<file path="src/rtl/dino_pkg.sv">
// Shared definitions for the obstacle datapath: game state codes, obstacle types,
// obstacle widths and the random thresholds used to pick the next obstacle.
package dino_pkg;

    typedef enum logic [1:0] {
        GsInit  = 2'd0,
        GsStart = 2'd1,
        GsEnd   = 2'd2,
        GsReset = 2'd3
    } game_state_e;

    typedef enum logic [2:0] {
        ObLowBird       = 3'd0,
        ObHighBird      = 3'd1,
        ObSmallCactus   = 3'd2,
        ObCactusCluster = 3'd3,
        ObTallCactus    = 3'd4,
        ObNothing       = 3'd5
    } obstacle_e;

    localparam logic [9:0] WINDOW_WIDTH = 10'd640;

    localparam logic [9:0] WIDTH_TALL_CACTUS    = 10'd27;
    localparam logic [9:0] WIDTH_SMALL_CACTUS   = 10'd19;
    localparam logic [9:0] WIDTH_CACTUS_CLUSTER = 10'd77;
    localparam logic [9:0] WIDTH_BIRD           = 10'd44;

    // Inclusive upper bounds of each rand_val band; anything above LOW_BIRD is a high bird.
    localparam logic [6:0] RAND_NOTHING_MAX        = 7'd50;
    localparam logic [6:0] RAND_TALL_CACTUS_MAX    = 7'd60;
    localparam logic [6:0] RAND_SMALL_CACTUS_MAX   = 7'd70;
    localparam logic [6:0] RAND_CACTUS_CLUSTER_MAX = 7'd80;
    localparam logic [6:0] RAND_LOW_BIRD_MAX       = 7'd90;

    function automatic logic [2:0] lowest_one_hot(input logic [2:0] v);
        return v & (~v + 3'd1);
    endfunction

endpackage

</file>
<file path="src/rtl/danger_type_map.sv">
// Combinational map from a random value to an obstacle type and its width.
// Free of state so any spawner can share it.
module danger_type_map
    import dino_pkg::*;
(
    input  logic [6:0] i_rand_val,
    output logic [2:0] o_type,
    output logic [9:0] o_width
);

    always_comb begin
        o_type  = ObNothing;
        o_width = 10'd0;
        if (i_rand_val <= RAND_NOTHING_MAX) begin
            o_type  = ObNothing;
            o_width = 10'd0;
        end else if (i_rand_val <= RAND_TALL_CACTUS_MAX) begin
            o_type  = ObTallCactus;
            o_width = WIDTH_TALL_CACTUS;
        end else if (i_rand_val <= RAND_SMALL_CACTUS_MAX) begin
            o_type  = ObSmallCactus;
            o_width = WIDTH_SMALL_CACTUS;
        end else if (i_rand_val <= RAND_CACTUS_CLUSTER_MAX) begin
            o_type  = ObCactusCluster;
            o_width = WIDTH_CACTUS_CLUSTER;
        end else if (i_rand_val <= RAND_LOW_BIRD_MAX) begin
            o_type  = ObLowBird;
            o_width = WIDTH_BIRD;
        end else begin
            o_type  = ObHighBird;
            o_width = WIDTH_BIRD;
        end
    end

endmodule

</file>
<file path="src/rtl/danger_spawn_sched.sv">
// Obstacle spawn scheduler: paces motion via step_en, ramps the speed level, and
// offers one obstacle at a time to the lowest free slot over a valid/ack handshake.
module danger_spawn_sched
    import dino_pkg::*;
#(
    parameter int unsigned MIN_GAP     = 250,
    parameter int unsigned SKIP_GAP    = 100,
    parameter int unsigned LEVEL_TICKS = 4096,
    parameter int unsigned MAX_LEVEL   = 3
) (
    input  logic       game_clk,
    input  logic       rst,
    input  logic [1:0] i_game_state,
    input  logic [6:0] i_rand_val,
    input  logic [2:0] i_slot_en,
    input  logic       i_spawn_ack,
    output logic       o_spawn_valid,
    output logic [2:0] o_spawn_slot,
    output logic [2:0] o_spawn_type,
    output logic [9:0] o_spawn_pos,
    output logic [1:0] o_speed_level,
    output logic       o_step_en
);

    localparam logic [8:0]  MIN_GAP_W  = 9'(MIN_GAP);
    localparam logic [8:0]  SKIP_GAP_W = 9'(SKIP_GAP);
    localparam logic [12:0] LVL_LAST   = 13'(LEVEL_TICKS - 1);
    localparam logic [1:0]  LVL_MAX    = 2'(MAX_LEVEL);

    typedef enum logic [2:0] {
        StIdle,
        StGap,
        StPick,
        StBlocked,
        StOffer
    } sched_state_e;

    sched_state_e r_state;
    logic [8:0]   r_gap_cnt;
    logic [1:0]   r_step_cnt;
    logic [1:0]   r_step_lvl;
    logic [12:0]  r_lvl_cnt;
    logic [1:0]   r_speed_level;
    logic         r_step_en;
    logic         r_spawn_valid;
    logic [2:0]   r_spawn_slot;
    logic [2:0]   r_spawn_type;
    logic [9:0]   r_spawn_pos;

    game_state_e  w_gs;
    logic [2:0]   w_type;
    logic [9:0]   w_width;
    logic [2:0]   w_free;
    logic [2:0]   w_free_oh;
    logic         w_step_wrap;

    assign w_gs      = game_state_e'(i_game_state);
    assign w_free    = ~i_slot_en;
    assign w_free_oh = lowest_one_hot(w_free);
    // Period is latched at each wrap so a level change only takes effect on the next one.
    assign w_step_wrap = (r_step_cnt == (2'd3 - r_step_lvl));

    danger_type_map u_type_map (
        .i_rand_val (i_rand_val),
        .o_type     (w_type),
        .o_width    (w_width)
    );

    always_ff @(posedge game_clk or posedge rst) begin
        if (rst) begin
            r_state       <= StIdle;
            r_gap_cnt     <= 9'd0;
            r_step_cnt    <= 2'd0;
            r_step_lvl    <= 2'd0;
            r_lvl_cnt     <= 13'd0;
            r_speed_level <= 2'd0;
            r_step_en     <= 1'b0;
            r_spawn_valid <= 1'b0;
            r_spawn_slot  <= 3'b000;
            r_spawn_type  <= ObNothing;
            r_spawn_pos   <= 10'd0;
        end else if (w_gs == GsReset) begin
            r_state       <= StIdle;
            r_gap_cnt     <= 9'd0;
            r_step_cnt    <= 2'd0;
            r_step_lvl    <= 2'd0;
            r_lvl_cnt     <= 13'd0;
            r_speed_level <= 2'd0;
            r_step_en     <= 1'b0;
            r_spawn_valid <= 1'b0;
            r_spawn_slot  <= 3'b000;
            r_spawn_type  <= ObNothing;
            r_spawn_pos   <= 10'd0;
        end else if (w_gs == GsStart) begin
            if (w_step_wrap) begin
                r_step_cnt <= 2'd0;
                r_step_en  <= 1'b1;
                r_step_lvl <= r_speed_level;
            end else begin
                r_step_cnt <= r_step_cnt + 2'd1;
                r_step_en  <= 1'b0;
            end

            if (r_lvl_cnt == LVL_LAST) begin
                r_lvl_cnt <= 13'd0;
                if (r_speed_level != LVL_MAX) begin
                    r_speed_level <= r_speed_level + 2'd1;
                end
            end else begin
                r_lvl_cnt <= r_lvl_cnt + 13'd1;
            end

            case (r_state)
                StIdle: begin
                    r_state   <= StGap;
                    r_gap_cnt <= MIN_GAP_W;
                end
                StGap: begin
                    if (r_gap_cnt == 9'd0) begin
                        r_state <= StPick;
                    end else if (r_step_en) begin
                        r_gap_cnt <= r_gap_cnt - 9'd1;
                    end
                end
                StPick: begin
                    if (w_type == ObNothing) begin
                        r_gap_cnt <= SKIP_GAP_W;
                        r_state   <= StGap;
                    end else begin
                        r_spawn_type <= w_type;
                        r_spawn_pos  <= WINDOW_WIDTH + w_width;
                        if (w_free != 3'b000) begin
                            r_spawn_slot  <= w_free_oh;
                            r_spawn_valid <= 1'b1;
                            r_state       <= StOffer;
                        end else begin
                            r_state <= StBlocked;
                        end
                    end
                end
                StBlocked: begin
                    if (w_free != 3'b000) begin
                        r_spawn_slot  <= w_free_oh;
                        r_spawn_valid <= 1'b1;
                        r_state       <= StOffer;
                    end
                end
                StOffer: begin
                    if (i_spawn_ack) begin
                        r_spawn_valid <= 1'b0;
                        r_spawn_slot  <= 3'b000;
                        r_gap_cnt     <= MIN_GAP_W;
                        r_state       <= StGap;
                    end else if ((i_slot_en & r_spawn_slot) != 3'b000) begin
                        // Target slot was taken by someone else; keep the type and retry.
                        r_spawn_valid <= 1'b0;
                        r_spawn_slot  <= 3'b000;
                        r_state       <= StBlocked;
                    end
                end
                default: r_state <= StIdle;
            endcase
        end else begin
            // INIT/END freeze everything except the acceptance of an already-visible offer.
            r_step_en <= 1'b0;
            if (r_state == StOffer && i_spawn_ack) begin
                r_spawn_valid <= 1'b0;
                r_spawn_slot  <= 3'b000;
                r_gap_cnt     <= MIN_GAP_W;
                r_state       <= StGap;
            end
        end
    end

    assign o_spawn_valid = r_spawn_valid;
    assign o_spawn_slot  = r_spawn_slot;
    assign o_spawn_type  = r_spawn_type;
    assign o_spawn_pos   = r_spawn_pos;
    assign o_speed_level = r_speed_level;
    assign o_step_en     = r_step_en;

endmodule

</file>
<file path="config.mk">
export PLATFORM = sky130hd
export DESIGN_NAME = danger_spawn_sched
export DESIGN_NICKNAME = d
export VERILOG_FILES = /design/src/rtl/dino_pkg.sv /design/src/rtl/danger_type_map.sv /design/src/rtl/danger_spawn_sched.sv
export SDC_FILE = /design/constraint.sdc
export NUM_CORES = 1
export LEC_CHECK = 0
export BUFFER_PORTS_ARGS = -buffer_cell sky130_fd_sc_hd__buf_2
export CORE_MARGIN = 4
export CORE_UTILIZATION = 31
export CTS_CLUSTER_SIZE = 16
export DETAILED_ROUTE_END_ITERATION = 16
export SKIP_LAST_GASP = 1
export SYNTH_ARGS = -nofsm -noshare
export SYNTH_HDL_FRONTEND = slang
export SYNTH_HIERARCHICAL = 1
export SYNTH_SLANG_ARGS = --single-unit
</file>
<file path="constraint.sdc">
create_clock -name game_clk -period 2.2 [get_ports game_clk]
set_input_delay 0.22 -clock game_clk [delete_from_list [all_inputs] [get_ports game_clk]]
set_output_delay 0.22 -clock game_clk [all_outputs]
set_load 0.05 [all_outputs]
</file>
* Word level (Yosys, flattened, before mapping)
Index checks and enable logic that the tools add are counted.
** Cells by class
- Bitwise operators :: 4
- Muxes and demuxes :: 67
- Reduce and logical (&&, ||, !) cells :: 17
- $add $sub $neg :: 7
- Order comparisons :: 5
- Eq/ne operators :: 21
** Operator list (number)
- $mux W3 :: 24
- $mux W10 :: 7
- $mux W9 :: 7
- $mux W13 :: 3
- $pmux W9 S4 :: 1
- $ne A4 B4 Y1 const B :: 7
- $le A7 B7 Y1 const B :: 3
- $mux W2 :: 10
- $pmux W3 S5 :: 1
- $le A7 B6 Y1 const B :: 2
- $add A13 B1 Y13 const B :: 1
- $eq A13 B12 Y1 const B :: 1
- $mux W1 :: 11
- $add A10 B10 Y10 const A :: 1
- $reduce_bool A2 Y1 :: 5
- $logic_not A9 Y1 :: 1
- $pmux W3 S3 :: 1
- $reduce_bool A3 Y1 :: 3
- $sub A9 B1 Y9 const B :: 1
- $reduce_and A4 Y1 :: 2
- $mux W7 :: 1
- $and A3 B3 Y3 :: 2
- $eq A3 B2 Y1 const B :: 2
- $eq A3 B3 Y1 const B :: 2
- other kinds (18) :: 22
** Word-level totals
- Output and inout port bits :: 20
- Logic and storage cells :: 132
- Bits in registers :: 49
- Bits of input ports :: 15

* Depth between registers and ports, before layout
- Depth in word-level cells :: 11
- Mapped depth :: 10
- Depth with buffers taken out :: 9

* Hierarchy
Netlist, hierarchy kept.
** By module, submodules not included
- danger_spawn_sched :: cells each 275, seq. area each 1228.7 µm², area an instance 2652.5 µm², times used 1
- danger_type_map :: cells each 32, seq. area each 0.0 µm², area an instance 190.2 µm², times used 1

* Worst setup path after synthesis
No wires, ideal clock.
- Path kind :: input to register
- From :: input port i_rand_val[2]
- To :: register r_gap_cnt[1]
- Required time :: 2073 ps
- Stages :: 7
- Library setup time :: 127 ps
- Buffers on the path :: 0
- Slack :: -173 ps
- Arrival time :: 2246 ps
- Path through :: or4_4 > a211o_1 > o41ai_1 > and3b_1 > nor3_4 > a221o_4 > mux2_1
** On the way
- Elaborated cells between the ends (all ways) :: 13
- Those cells by class :: order compare: 5; eq/ne: 2; mux: 5; reduce/logical: 1
** RTL lines
- start, declared :: line danger_spawn_sched.sv:14 : input logic [6:0] i_rand_val,
- $le A7 B7 Y1 :: line danger_type_map.sv:23 : end else if (i_rand_val <= RAND_CACTUS_CLUSTER_MAX) begin
- $mux W3 :: line danger_type_map.sv:23
- $mux W3 :: line danger_type_map.sv:20 : end else if (i_rand_val <= RAND_SMALL_CACTUS_MAX) begin
- $mux W3 :: line danger_type_map.sv:17 : end else if (i_rand_val <= RAND_TALL_CACTUS_MAX) begin
- $mux W3 (*) :: line danger_type_map.sv:14 : if (i_rand_val <= RAND_NOTHING_MAX) begin
- net w_type[1] :: line danger_spawn_sched.sv:51 : logic [2:0] w_type;
- $eq A3 B3 Y1 (*) :: line danger_spawn_sched.sv:126 : if (w_type == ObNothing) begin
- $ne A4 B4 Y1 (no line) (*)
- $reduce_and A6 Y1 (no line) (*)
- end signal, assigned :: line danger_spawn_sched.sv:122 : r_gap_cnt <= r_gap_cnt - 9'd1;
- end, declared :: line danger_spawn_sched.sv:39 : logic [8:0] r_gap_cnt;
The timed path passes the listed nets; every way through them passes the cells marked *.
A chain may end at the register's enable or synchronous reset.

* Final worst setup path
- From :: register r_gap_cnt[1]
- To :: register r_state[1]
** On the way
- Cells in the longest elaborated chain, start to end :: 3
** Ends and longest elaborated chain
- $logic_not A9 Y1 :: line danger_spawn_sched.sv:119 : if (r_gap_cnt == 9'd0) begin
- $ne A4 B4 Y1 (no line)
- $reduce_and A4 Y1 (no line)
- end signal, assigned :: line danger_spawn_sched.sv:115 : r_state <= StGap;
- end signal, assigned :: line danger_spawn_sched.sv:120 : r_state <= StPick;
- end signal, assigned :: line danger_spawn_sched.sv:128 : r_state <= StGap;
- end, declared :: line danger_spawn_sched.sv:38 : sched_state_e r_state;
No other way between the ends.

==> flow_results.org <==
** Place
- Gp weighted congestion :: between 0.8 and 0.9
- Port-buffer cells :: 34
- Post-detail-place hpwl :: 4930 µm
- Placed Cells :: 466
- Placed instance area :: 3330 µm²

** Final layout
- Layout fillers :: slightly below 900
- The final layout contains between 300 and 400 nets.
- Fraction of final layout cells sized beyond drive strength 1 :: 26.7%
- Relative to the synthesized area, the layout overhead comes to 21.4%.
- Area of all placed cells without fillers :: approximately 3500 µm²
- Leaving out fill and tap cells, the most frequent cell in the layout is sky130_fd_sc_hd__dfrtp_1.
- 0 antenna diodes ended up in the layout.
- In the layout the commonest cells are 47 x sky130_fd_sc_hd__dfrtp_1, 34 x sky130_fd_sc_hd__buf_2, 34 x sky130_fd_sc_hd__buf_4.
- Final standard cell count with taps included and fillers excluded :: roughly 480

** Timing
- Minimum clock period :: between 2 and 2.5 ns
- Final worst hold slack :: 0.161 ns
- Of the available clock period, the critical path in the final layout requires 99.6%.
- Worst-margin pin slew :: between 0.5 and 0.6 ns
- RSZ-0062 raised after global routing :: true
- Setup violations remaining at the end of the flow were counted as 0.
- Headroom to the max-slew limit came out at roughly two thirds.
- Between clock sinks in the finished design, the worst skew comes to between 0.01 and 0.015 ns.
- The number of pins with negative max-slew slack in the final report came to 0.
- Based on the critical path, the design can be clocked at up to between 400 and 500 MHz.
- Number of failing hold endpoints at the final stage :: 0

** Yosys
- After Yosys synthesis, and, or, nand and nor cells account for around a fifth of the synthesized area.
- For this run, the register share of the synthesized area comes to approximately 43%.
- Synth Flop Type :: sky130_fd_sc_hd__dfrtp_1
- Synthesized area per cell :: around 9 µm²
- Yosys mapped a number of flops with a built-in enable equal to 0.
- Share of the synthesized area in compound gates (AO/OA/AOI/OAI) :: 24.9%
- Syn. warnings :: 6
- Async set-reset flop share out of synthesis :: 100%
- Synthesized instance count :: about 310
- Largest family of logic cells by synthesized area :: compound AO/OA/AOI/OAI gates
- In the synthesized netlist, mux cells make up 2.64% of the area.
- Synthesis inferred between 40 and 50 register bits.
- The cell area that synthesis handed to floorplanning was about 2800 µm².
- Adder-cell share of the synthesized area :: approximately 1.8%
- Number of distinct standard cells referenced by the synthesized netlist :: 60
- Summing the areas of all xor and xnor instances in the mapped netlist gives under 10% of the synthesized area.

** Route
- DRC :: 0
- Number of violations reported at the end of detailed-routing iteration 0 :: around 120
- The first detailed-routing pass took 4 iterations.
- Total length of routed wires :: between 6000 and 7000 µm
- Detailed routing inserted a total of approximately 2500 vias.
- Final routed wire length divided by cell count :: 14.2 µm
- Post-DRT Antenna Nets :: 0
- After detailed routing, the number of vias per cell comes to between 5 and 6.

** Global routing
- Largest net degree at the start of global routing :: 25
- Global route total overflow :: 0
- Antenna violations before repair :: 0
- First-pass GRT wire length :: approximately 12000 µm
- Via count of the first global-routing pass :: about 2500
- For this run, the total global-route usage over all layers was measured as between 10 and 15%.

** Clock tree
- The H-tree was split into 2 levels.
- Worst-skew pair later-pin latency :: roughly 0.3 ns
- Clock input transition at the sequential cells of the worst setup and hold paths :: 0.09 ns
- The clock passes through at most 2 buffers.
- TritonCTS built the clock tree.
- Total clock sinks :: 49
- Inserted Clock Buffers :: 5
- Clock tree synthesis selected as its root buffer the cell sky130_fd_sc_hd__clkbuf_8.

** Setup path
- Crit path required time :: about 2.4 ns
- Crit Path Class :: register to register
- Arrival time of the worst setup path :: between 2 and 2.5 ns
- Worst setup SP type :: register
- Endpoint class of the critical path :: register
- Highest net fanout along the worst path :: 3

** Outcome
- Outcome :: completed

** Floorplanning
- The die is a little over 100 µm tall.
- The region available for standard cell placement spans 8810 µm².
- For this configuration, the core starts out at a cell density of between 30% and 40%.
- Die Wd :: around 100 µm
- The floorplan has 34 rows.
- Floorplan die area :: about 11000 µm²
- Boundary pin count :: 35

** Worst hold path
- Min-Delay Path Class :: input pin to register

** Job
- Max-cap violations in this run came to 0.

** Pwr
- Peak VDD IR :: 0.238 mV
- Power per cell area :: about 670 nW/µm²
- Leakage dissipation :: roughly 1.6 nW
-- where the power goes --
group | internal, mW | switching (mW)
clock | 0.221 | 0.300
combinational | 0.321 | 0.374
sequential | 0.985 | 0.0941
total | 1.53 | 0.768
-- metal layers --
layer  up-vias  routed length (µm)  track usage, %
met5         -                   0               0
met4         0                  64            4.18
met2        42                3310            20.8
met1      1184                3170            16.8
met3         6                 182            2.36
li1       1230                   -               -
-- stage by stage --
step	worst slack, ns	setup TNS, ns	power [mW]	util [%]
CTS	-0.0191	-0.0342	2.29	39.0
global placement	-0.119	-1.73	1.74	37.8
finish	0.00838	0	2.30	39.2
global route	-0.0583	-0.122	2.45	39.2
detailed placement	-0.218	-3.21	1.76	37.8
floorplan	-0.104	-0.294	1.53	-
-- final timing paths --
kind	start	to	slack [ns]	cells after the start
max reg2reg	r_gap_cnt[1]$_DFFE_PP0P_	r_state[1]$_DFFE_PP0P_	0.008	7
max	r_gap_cnt[1]$_DFFE_PP0P_	r_state[1]$_DFFE_PP0P_	0.008	7
max in group asynchronous	rst	o_spawn_type[2]$_DFFE_PP1P_	1.04	4
min in group asynchronous	rst	r_lvl_cnt[6]$_DFFE_PP0P_	0.49	3
min reg2reg	o_spawn_type[2]$_DFFE_PP1P_	o_spawn_type[2]$_DFFE_PP1P_	0.47	2
min	i_slot_en[0]	o_spawn_slot[0]$_DFFE_PP0P_	0.16	2
-- state kept, by name, indices dropped and copies added (netlist names) --
name           count
o_spawn_valid      1
o_speed_level      2
r_gap_cnt          9
o_spawn_pos       10
r_lvl_cnt         13
o_step_en          1
o_spawn_type       3
o_spawn_slot       3
r_step_lvl         2
r_state            3
r_step_cnt         2
-- final cells by class --
type | count | area [µm²] | area share [%]
inverter | 20 | 75.1 | 2.18
clock buffer | 6 | 72.6 | 2.10
clock inverter | 1 | 8.76 | 0.254
timing repair buffer | 69 | 435 | 12.6
multi-input combinational | 222 | 1500 | 43.3
tap | 108 | 135 | 3.92
sequential | 49 | 1230 | 35.6
-- logic make-up after synthesis --
group | after synthesis
buffers and inverters | 38
flip-flops | 49
multiplexers | 7
AO/OA/AOI/OAI | 99
other | 1
AND/OR/NAND/NOR | 102
XOR/XNOR | 7
adder cells (fa/ha/maj) | 4
-- worst max-delay path, cell delays in order (launching register included) --
cell	delay (ns)
sky130_fd_sc_hd__dfrtp_1	0.40
sky130_fd_sc_hd__inv_2	0.08
sky130_fd_sc_hd__ha_4	0.13
sky130_fd_sc_hd__or4b_4	0.47
sky130_fd_sc_hd__or2_1	0.24
sky130_fd_sc_hd__o21a_1	0.19
sky130_fd_sc_hd__nor3_2	0.22
sky130_fd_sc_hd__mux2_1	0.34
-- synthesized netlist by cell type, types with 3 or more instances --
library cell                instances  area (µm²)
sky130_fd_sc_hd__nand2_1           27         101
sky130_fd_sc_hd__nand4_1            3        18.8
sky130_fd_sc_hd__buf_4              4        30.0
sky130_fd_sc_hd__and2_1             4        25.0
sky130_fd_sc_hd__a22oi_1            3        22.5
sky130_fd_sc_hd__ha_1               4        50.1
sky130_fd_sc_hd__o31ai_1            8        60.1
sky130_fd_sc_hd__or3_1              4        25.0
sky130_fd_sc_hd__a31oi_1            6        37.5
sky130_fd_sc_hd__mux2_1             4        45.0
sky130_fd_sc_hd__a22o_1            13         114
sky130_fd_sc_hd__o21ai_1            4        20.0
sky130_fd_sc_hd__xor2_1             4        35.0
sky130_fd_sc_hd__o21ai_0           21         105
sky130_fd_sc_hd__o22ai_1            3        18.8
sky130_fd_sc_hd__o21a_1             3        22.5
sky130_fd_sc_hd__nor2b_1            7        43.8
sky130_fd_sc_hd__xnor2_1            3        26.3
sky130_fd_sc_hd__clkbuf_1          10        37.5
sky130_fd_sc_hd__nor3_1             4        20.0
sky130_fd_sc_hd__dfrtp_1           47        1180
sky130_fd_sc_hd__o22a_1             4        35.0
sky130_fd_sc_hd__nand3_1            8        40.0
sky130_fd_sc_hd__a21oi_1           10        50.1
sky130_fd_sc_hd__mux2i_1            3        30.0
sky130_fd_sc_hd__buf_2              3        15.0
sky130_fd_sc_hd__nor2_1            22        82.6
sky130_fd_sc_hd__nand2b_1           4        25.0
sky130_fd_sc_hd__inv_1             20        75.1
sky130_fd_sc_hd__o2bb2ai_1          7        61.3
-- timing repair --
| item | CTS | global route |
|---|---|---|
| resized for setup | 4 | 3 |
| hold buffers | 1 | 0 |
| endpoints found under the setup margin | 2 | 4 |
| buffers inserted | 0 | 1 |
| pin swaps | 4 | 2 |
| hold endpoints to repair | 22 | 0 |
(Power assumes the default switching activity.)
